$ cat config.mk
export PLATFORM = sky130hd
export DESIGN_NAME = mult2x2_selftest_flat
export DESIGN_NICKNAME = d
export VERILOG_FILES = /design/src/rtl/mult2x2_selftest_if.sv /design/src/rtl/mult2x2_selftest.sv /design/src/flat_wrapper.sv
export SDC_FILE = /design/constraint.sdc
export NUM_CORES = 1
export LEC_CHECK = 0
export ABC_AREA = 0
export CAP_MARGIN = 20
export CORE_ASPECT_RATIO = 1.2
export CORE_MARGIN = 10
export CORE_UTILIZATION = 28
export DETAILED_ROUTE_END_ITERATION = 10
export DONT_BUFFER_PORTS = 1
export GPL_TIMING_DRIVEN = 0
export PLACE_DENSITY = 0.45
export REMOVE_ABC_BUFFERS = 1
export SYNTH_ARGS = -nofsm -noshare
export SYNTH_HDL_FRONTEND = slang
export SYNTH_SLANG_ARGS = --single-unit
$ cat constraint.sdc
create_clock -name clk -period 2.5 [get_ports clk]
set_input_delay 0.25 -clock clk [delete_from_list [all_inputs] [get_ports clk]]
set_output_delay 0.25 -clock clk [all_outputs]
set_load 0.05 [all_outputs]
$ cat src/rtl/mult2x2_selftest_if.sv
// mult2x2_selftest_if: control, operand and verdict bundle between the self-test sequencer and its user.
interface mult2x2_selftest_if;
    logic       start;
    logic       abort;
    logic [1:0] a;
    logic [1:0] b;
    logic [3:0] y;
    logic       busy;
    logic       done;
    logic       pass;
    logic [4:0] err_count;
    logic       fail_valid;
    logic [3:0] fail_idx;
    logic [3:0] fail_y;
    modport master (
        output start, abort, y,
        input  a, b, busy, done, pass, err_count, fail_valid, fail_idx, fail_y
    );
    modport slave (
        input  start, abort, y,
        output a, b, busy, done, pass, err_count, fail_valid, fail_idx, fail_y
    );
endinterface

$ cat src/rtl/mult2x2_selftest.sv
// mult2x2_selftest: walks all 16 operand pairs through a 2x2 multiplier and records a verdict.
module mult2x2_selftest #(
    parameter int unsigned SETTLE = 2
) (
    input logic               clk,
    input logic               rst_n,
    mult2x2_selftest_if.slave bus
);
    localparam logic [1:0] S_IDLE = 2'd0, S_DRIVE = 2'd1, S_CHECK = 2'd2, S_DONE = 2'd3;
    logic [1:0] r_state;
    logic [3:0] r_idx, r_cnt, r_ys, r_fail_idx, r_fail_y;
    logic [4:0] r_err;
    logic       r_fail_valid;
    logic [3:0] w_exp;
    logic       w_go, w_run, w_mis;
    assign w_exp = {2'b00, r_idx[3:2]} * {2'b00, r_idx[1:0]};
    assign w_mis = r_ys != w_exp;
    assign w_run = r_state == S_DRIVE || r_state == S_CHECK;
    assign w_go  = bus.start && (r_state == S_IDLE || r_state == S_DONE);
    // y is captured on the DRIVE->CHECK edge; CHECK then judges that captured value
    always_ff @(posedge clk or negedge rst_n) begin
        if (!rst_n) begin
            r_state      <= S_IDLE;
            r_idx        <= 4'd0;
            r_cnt        <= 4'd0;
            r_ys         <= 4'd0;
            r_err        <= 5'd0;
            r_fail_valid <= 1'b0;
            r_fail_idx   <= 4'd0;
            r_fail_y     <= 4'd0;
        end else if (w_go) begin
            r_state      <= S_DRIVE;
            r_idx        <= 4'd0;
            r_cnt        <= 4'(SETTLE);
            r_err        <= 5'd0;
            r_fail_valid <= 1'b0;
            r_fail_idx   <= 4'd0;
            r_fail_y     <= 4'd0;
        end else if (w_run && bus.abort) begin
            r_state <= S_IDLE;
            r_idx   <= 4'd0;
        end else if (r_state == S_DRIVE) begin
            r_cnt <= r_cnt - 4'd1;
            if (r_cnt == 4'd1) begin
                r_state <= S_CHECK;
                r_ys    <= bus.y;
            end
        end else if (r_state == S_CHECK) begin
            if (w_mis) begin
                r_err <= r_err + 5'd1;
                if (!r_fail_valid) begin
                    r_fail_valid <= 1'b1;
                    r_fail_idx   <= r_idx;
                    r_fail_y     <= r_ys;
                end
            end
            if (r_idx == 4'd15) begin
                r_state <= S_DONE;
            end else begin
                r_idx   <= r_idx + 4'd1;
                r_cnt   <= 4'(SETTLE);
                r_state <= S_DRIVE;
            end
        end
    end
    assign bus.a          = r_idx[3:2];
    assign bus.b          = r_idx[1:0];
    assign bus.busy       = w_run;
    assign bus.done       = r_state == S_DONE;
    assign bus.pass       = r_state == S_DONE && r_err == 5'd0;
    assign bus.err_count  = r_err;
    assign bus.fail_valid = r_fail_valid;
    assign bus.fail_idx   = r_fail_idx;
    assign bus.fail_y     = r_fail_y;
endmodule

$ cat src/flat_wrapper.sv
// flat-port wrapper written by rule: the top's interface ports become plain ports
module mult2x2_selftest_flat 
#(
    parameter int unsigned SETTLE = 2
)
  (clk, rst_n, bus_start, bus_abort, bus_y, bus_a, bus_b, bus_busy, bus_done, bus_pass, bus_err_count, bus_fail_valid, bus_fail_idx, bus_fail_y);
  mult2x2_selftest_if bus_i ();
  input logic clk;
  input logic rst_n;
  input wire logic [$bits(bus_i.start)-1:0] bus_start;
  input wire logic [$bits(bus_i.abort)-1:0] bus_abort;
  input wire logic [$bits(bus_i.y)-1:0] bus_y;
  output wire logic [$bits(bus_i.a)-1:0] bus_a;
  output wire logic [$bits(bus_i.b)-1:0] bus_b;
  output wire logic [$bits(bus_i.busy)-1:0] bus_busy;
  output wire logic [$bits(bus_i.done)-1:0] bus_done;
  output wire logic [$bits(bus_i.pass)-1:0] bus_pass;
  output wire logic [$bits(bus_i.err_count)-1:0] bus_err_count;
  output wire logic [$bits(bus_i.fail_valid)-1:0] bus_fail_valid;
  output wire logic [$bits(bus_i.fail_idx)-1:0] bus_fail_idx;
  output wire logic [$bits(bus_i.fail_y)-1:0] bus_fail_y;
  assign bus_i.start = bus_start;
  assign bus_i.abort = bus_abort;
  assign bus_i.y = bus_y;
  assign bus_a = bus_i.a;
  assign bus_b = bus_i.b;
  assign bus_busy = bus_i.busy;
  assign bus_done = bus_i.done;
  assign bus_pass = bus_i.pass;
  assign bus_err_count = bus_i.err_count;
  assign bus_fail_valid = bus_i.fail_valid;
  assign bus_fail_idx = bus_i.fail_idx;
  assign bus_fail_y = bus_i.fail_y;
  mult2x2_selftest #(.SETTLE(SETTLE)) u_core (.clk(clk), .rst_n(rst_n), .bus(bus_i));
endmodule
==> results_dict.tcl, run 1 <==
set metrics [dict create \
    ys_async_sr_fraction_pct 100 \
    min_delay_path_depth 1 \
    drv_slew 0 \
    clockBufferDepth 2 \
    synth_top_area_cell "dfrtp_1" \
    grtUsageTotal_pct 8.49 \
    yosys.cell_count.top_type "dfrtp_1" \
    grt_overflow 0 \
    worst-r2r-cell-count 8 \
    critical_path.max_fanout 8 \
    num-nets-final 168 \
    r2r-start "u_core.r_idx[3]" \
    setup_viol 0 \
    fin_crit_ns 2.44 \
    grt_first_pass_wirelength_mm 6.02 \
    die_height_um 102 \
    start_util_pct 29.3 \
    hold_ws_ns 0.0701 \
    min_delay_worst_endpoint "u_core.r_state[0]" \
    slew_headroom_pct 59.2 \
    synth-edff-count 0 \
    rsz0062_at_grt "yes" \
    routedWlPerCell_um 17.1 \
    finClkSkew_ns 0.00610 \
    drc 0 \
    crit_required_ns 2.67 \
    fin_area_um2 1800 \
    dr.pass1.iters 4 \
    num_vias 1117 \
    critical_path_class "flop to flop" \
    yosys-top-cells-area "dfrtp_1, ha_1, a22o_2" \
    viasPerCell 5.32 \
    synth_compound_area_share_pct 18.6 \
    power_uw 2390 \
    arrival_ns 2.61 \
    synth_top_family_by_area "compound AO/OA/AOI/OAI gates" \
    num_rows 29 \
    synth_flop_cell "dfrtp_1" \
    avgSynthCellArea_um2 11.2 \
    r2r-end "u_core.bus.fail_idx[3]" \
    root_buffer "clkbuf_8" \
    die-area_um2 9030 \
    synthAdderAreaFrac_pct 8.75 \
    ios 29 \
    antenna_left 0 \
    synth_mux_area_share_pct 5.81 \
    synth_simple_gate_area_share_pct 13.8 \
    ys_warn_count 0 \
    timing.reg2reg.setup_slack_ns 0.06 \
    clk_latency_ns 0.28 \
    p_per_area_nw_per_um2 1330 \
    synthTopCellsByCount "dfrtp_1, inv_1, ha_1" \
    die_w_um 88.4 \
    syn_area_um2 1570 \
    pre_cts_slack_ns -0.183 \
    initialDrtViolationCount 60 \
    cp-end-kind "flop" \
    power_leakage_uw 0.000783 \
    worst_pin_slew_ns 0.612 \
    grt_pass1_vias 1173 \
    final.fill_count 544 \
    totalWireLength_mm 3.59 \
    finalHoldViolations 0 \
    syn_inst 141 \
    area_delta_synth_final_pct 14.4 \
    htree_levels 1 \
    fin_ws_ns 0.0632 \
    antenna_found_initial 0 \
    startpoint_type "flop" \
    numCtsBuffers 3 \
    io_buffers 0 \
    timing.max_cap.violations 0 \
    yosysUniqueCellTypes 37 \
    status "complete, no violations" \
    grt_start_max_net_pins 29 \
    hpwl_mm 2.70 \
    cts_tree "built" \
    clkSinkCount 28 \
    fin_setup_tns_ns 0 \
    hold_path.class "primary input to flop" \
    diodes 0 \
    max_freq_ghz 0.410 \
    clkSlewWorstSetupHoldPaths_ns 0.10 \
    min_period_over_period_pct 97.5 \
    drive_gt1_share_pct 27.0 \
    max-vdd-ir-drop_uv 467 \
    place_congestion 0.789 \
    placed_cell_area_um2 1630 \
    min_from "bus_abort" \
    core_um2 5370 \
    synth_xor_xnor_area_share_pct 3.90 \
    yosysTopAreaCellShare_pct 44.6 \
    ys_ff_latch 28 \
    ys_seq_area_share_pct 44.6 \
]
sequential cells by signal, summed over array words and instances, names as in the netlist:
signal	cells
u_core.r_idx	4
u_core.r_ys	4
u_core.bus.fail_idx	4
u_core.bus.fail_y	4
u_core.bus.fail_valid	1
u_core.bus.err_count	5
u_core.r_cnt	4
u_core.r_state	2
through the flow:
stage,instances,utilization [%]
2_1_floorplan,139,-
3_3_place_gp,201,30.3
3_5_place_dp,201,30.3
4_1_cts,208,32.1
5_1_grt,210,33.5
6_report,210,33.5
worst max-delay path: stages, from the launching register on:
cell and delay [ns]:
dfrtp_2 0.56, and2_1 0.25, ha_4 0.17, ha_4 0.28, xor2_4 0.16, nor4_4 0.06
buf_4 0.16, a221o_2 0.42, a22o_2 0.26
report_power, final:
part           total [µW]  leakage (µW)  switching (µW)  internal (µW)
combinational        1010      0.000403             588            417
clock                 287     0.0000288             146            141
sequential           1090      0.000352             486            608
final cells by class:
cell class	count	area, µm²	area share, %
multi-input combinational	98	850	47.2
sequential	28	712	39.6
tap	62	77.6	4.31
clock buffer	4	55.1	3.06
timing repair buffer	5	52.6	2.92
inverter	13	52.6	2.92
worst max-delay path by stage:
stage                          from                endpoint  slack (ns)  cells after the start
floorplan           u_core.r_idx[1]  u_core.bus.fail_idx[0]        0.07                      7
global placement    u_core.r_idx[1]    u_core.bus.fail_y[3]       -0.12                      7
detailed placement  u_core.r_idx[2]  u_core.bus.fail_idx[3]       -0.18                      7
CTS                 u_core.r_idx[1]  u_core.bus.fail_idx[3]       0.003                      8
global route        u_core.r_idx[3]    u_core.bus.fail_y[3]      0.0009                      8
finish              u_core.r_idx[3]  u_core.bus.fail_idx[3]        0.06                      8
cells in the final DEF (no fill, tap or decap), types with 2 or more instances in the layout:
cell type and instances:
clkbuf_8 4, inv_1 12, a21oi_1 3, a31oi_1 4, and2_1 2, a22oi_1 2, ha_1 8, dfrtp_2 3
nand3_1 5, buf_4 3, dfrtp_1 23, nand2b_1 3, and2_4 2, mux2i_1 2, mux2_4 4, and3_1 2
o22ai_1 3, a221oi_1 2, o21ai_0 5, dfrtp_4 2, a22o_2 8, nor2_1 9, nand2_1 7, nor3_1 2
ha_4 2, xor2_1 6
timing repair:
action                                  4_1_cts  5_1_grt
buffers inserted                              1        3
pin swaps                                     1       12
hold buffers                                  2        0
resized for setup                             4       11
endpoints found under the hold margin        28        0
endpoints found under the setup margin       11       12
kinds of logic (layout without fill, tap and decap cells):
group                    after synthesis  in the layout
multiplexers                           7              7
buffers and inverters                 15             22
adder cells (fa/ha/maj)               11             11
AO/OA/AOI/OAI                         35             35
AND/OR/NAND/NOR                       38             38
XOR/XNOR                               7              7
flip-flops                            28             28
routing by layer:
metal	GRT usage (%)	wire length, µm
met5	0	0
met1	9.64	1500
met3	2.95	245
met2	13.9	1780
met4	4.11	68
(Power assumes the default switching activity.)
==> run 2, diff against run 1 <==
--- a/config.mk
+++ b/config.mk
@@ -7,7 +7,6 @@
 export LEC_CHECK = 0
 export ABC_AREA = 0
 export CAP_MARGIN = 20
-export CORE_ASPECT_RATIO = 1.2
 export CORE_MARGIN = 10
 export CORE_UTILIZATION = 28
 export DETAILED_ROUTE_END_ITERATION = 10
==> results_dict.tcl, run 2 (synthesis gave the netlist of run 1 again) <==
set metrics [dict create \
    htree_levels 1 \
    drc 0 \
    switchingPower_uw 1210 \
    viasPerCell 4.94 \
    crit_required_ns 2.67 \
    min_delay_path_depth 1 \
    hold_path.class "primary input to flop" \
    numCtsBuffers 3 \
    final.fill_count 574 \
    pwr-share-comb_pct 42.5 \
    p_per_area_nw_per_um2 1330 \
    max-vdd-ir-drop_uv 400 \
    grt_first_pass_wirelength_mm 6.11 \
    grt_overflow 0 \
    finalHoldViolations 0 \
    antenna_left 0 \
    layout_commonest_cell "dfrtp_1" \
    diodes 0 \
    min_from "bus_abort" \
    cp-end-kind "flop" \
    root_buffer "clkbuf_8" \
    num_rows 27 \
    clkSlewWorstSetupHoldPaths_ns 0.10 \
    layout.cells.non_filler 220 \
    power.internal_uw 1170 \
    hpwl_mm 2.74 \
    setup_viol 0 \
    critical_path.slowest_cell "dfrtp_4" \
    arrival_ns 2.59 \
    seq_power_share_pct 45.8 \
    critical_path_class "flop to flop" \
    start_util_pct 28.7 \
    clockBufferDepth 2 \
    dp.cells 211 \
    status "complete, no violations" \
    cp_common_cell "ha_1" \
    ios 29 \
    critPathBufInv 0 \
    drive_gt1_share_pct 25.7 \
    min_period_over_period_pct 96.8 \
    die-area_um2 9010 \
    routedWlPerCell_um 16.0 \
    power_uw 2380 \
    rsz0062_at_grt "no" \
    fin_crit_ns 2.42 \
    regArea_um2 709 \
    drv_slew 0 \
    hold_ws_ns 0.0834 \
    finClkSkew_ns 0.00658 \
    grtUsageTotal_pct 8.44 \
    swShare_pct 50.9 \
    io_buffers 0 \
    startpoint_type "flop" \
    final_util_pct 32.6 \
    antenna_found_initial 0 \
    crit_family "compound AO/OA/AOI/OAI gates" \
    core_um2 5470 \
    num-nets-final 168 \
    mostFrequentLayoutCells "dfrtp_1, inv_1, ha_1" \
    power_leakage_uw 0.000790 \
    r2r-end "u_core.bus.fail_y[2]" \
    initialDrtViolationCount 27 \
    max_freq_ghz 0.413 \
    place_congestion 0.754 \
    clkSinkCount 28 \
    grt_pass1_vias 1159 \
    grt_start_max_net_pins 29 \
    num_vias 1086 \
    die_height_um 94.9 \
    critical_path.max_stage_delay_ns 0.60 \
    min_delay_worst_endpoint "u_core.r_state[0]" \
    clk_latency_ns 0.27 \
    largest_register_ffs 5 \
    worst_pin_slew_ns 0.628 \
    dr.pass1.iters 4 \
    r2r-start "u_core.r_idx[2]" \
    critical_path.max_fanout 8 \
    totalWireLength_mm 3.52 \
    cts_tree "built" \
    multi_input_area_um2 823 \
    area_delta_synth_final_pct 13.4 \
    die_w_um 94.9 \
    p_clk_share_pct 11.8 \
    cp_cell_sequence "and2_4 > ha_1 > ha_1 > xor2_2 > nor4_4 > a221o_2 > a22o_2" \
    worst-r2r-cell-count 7 \
    timing.reg2reg.setup_slack_ns 0.08 \
    timing.max_cap.violations 0 \
    slew_headroom_pct 58.2 \
]
-- run 2: per-stage QoR --
stage | setup TNS (ns) | worst slack [ns] | area, µm²
after floorplan | 0 | 0.0663 | 1550
after global placement | -1.05 | -0.130 | 1640
after detailed placement | -1.59 | -0.201 | 1640
after CTS | 0 | 0.00163 | 1760
after global routing | 0 | 0.00138 | 1780
final | 0 | 0.0804 | 1780
-- run 2: worst reg2reg max path: cells and delay by family, from the launching register on --
family	cells	cell delay, ns
compound gates	2	0.72
flops	1	0.60
fa+ha+maj	2	0.50
xor+xnor	1	0.22
simple gates	2	0.28
-- run 2: layout make-up --
class	instances	share of cell area, %
tap	72	5.05
inverter	13	2.95
sequential	28	39.8
clock buffer	4	3.09
multi-input combinational	98	46.2
timing repair buffer	5	2.95
-- run 2: repair_timing --
action,CTS,global route
endpoints found under the hold margin,28,0
gates resized for setup,7,4
cloned,0,0
setup buffers,3,1
hold buffers,2,0
endpoints found under the setup margin,10,18
pin swaps,3,3
-- run 2: how the worst max path moves through the flow --
stage	start	endpoint	cells past startpoint
CTS	u_core.r_idx[2]	u_core.bus.fail_y[1]	7
global route	u_core.r_idx[2]	u_core.bus.fail_y[2]	8
floorplan	u_core.r_idx[1]	u_core.bus.fail_idx[0]	7
finish	u_core.r_idx[2]	u_core.bus.fail_y[2]	7
detailed placement	u_core.r_idx[2]	u_core.bus.fail_y[1]	7
global placement	u_core.r_idx[2]	u_core.bus.fail_y[1]	7
-- run 2: routing by layer --
layer	up-vias	routed length, µm	track usage [%]	part of all wire, %
met3	2	219	3.17	6.2
met1	547	1530	9.68	44
met4	0	23	2.24	0.65
met5	-	0	0	0
li1	522	-	-	-
met2	15	1740	14.4	50
-- run 2: power groups by stage --
stage	combinational, µW	clock [µW]	sequential, µW
2_1_floorplan	778	0	1040
3_3_place_gp	920	0	1090
3_5_place_dp	942	0	1100
4_1_cts	974	292	1090
5_1_grt	1150	306	1120
6_report	1010	280	1090
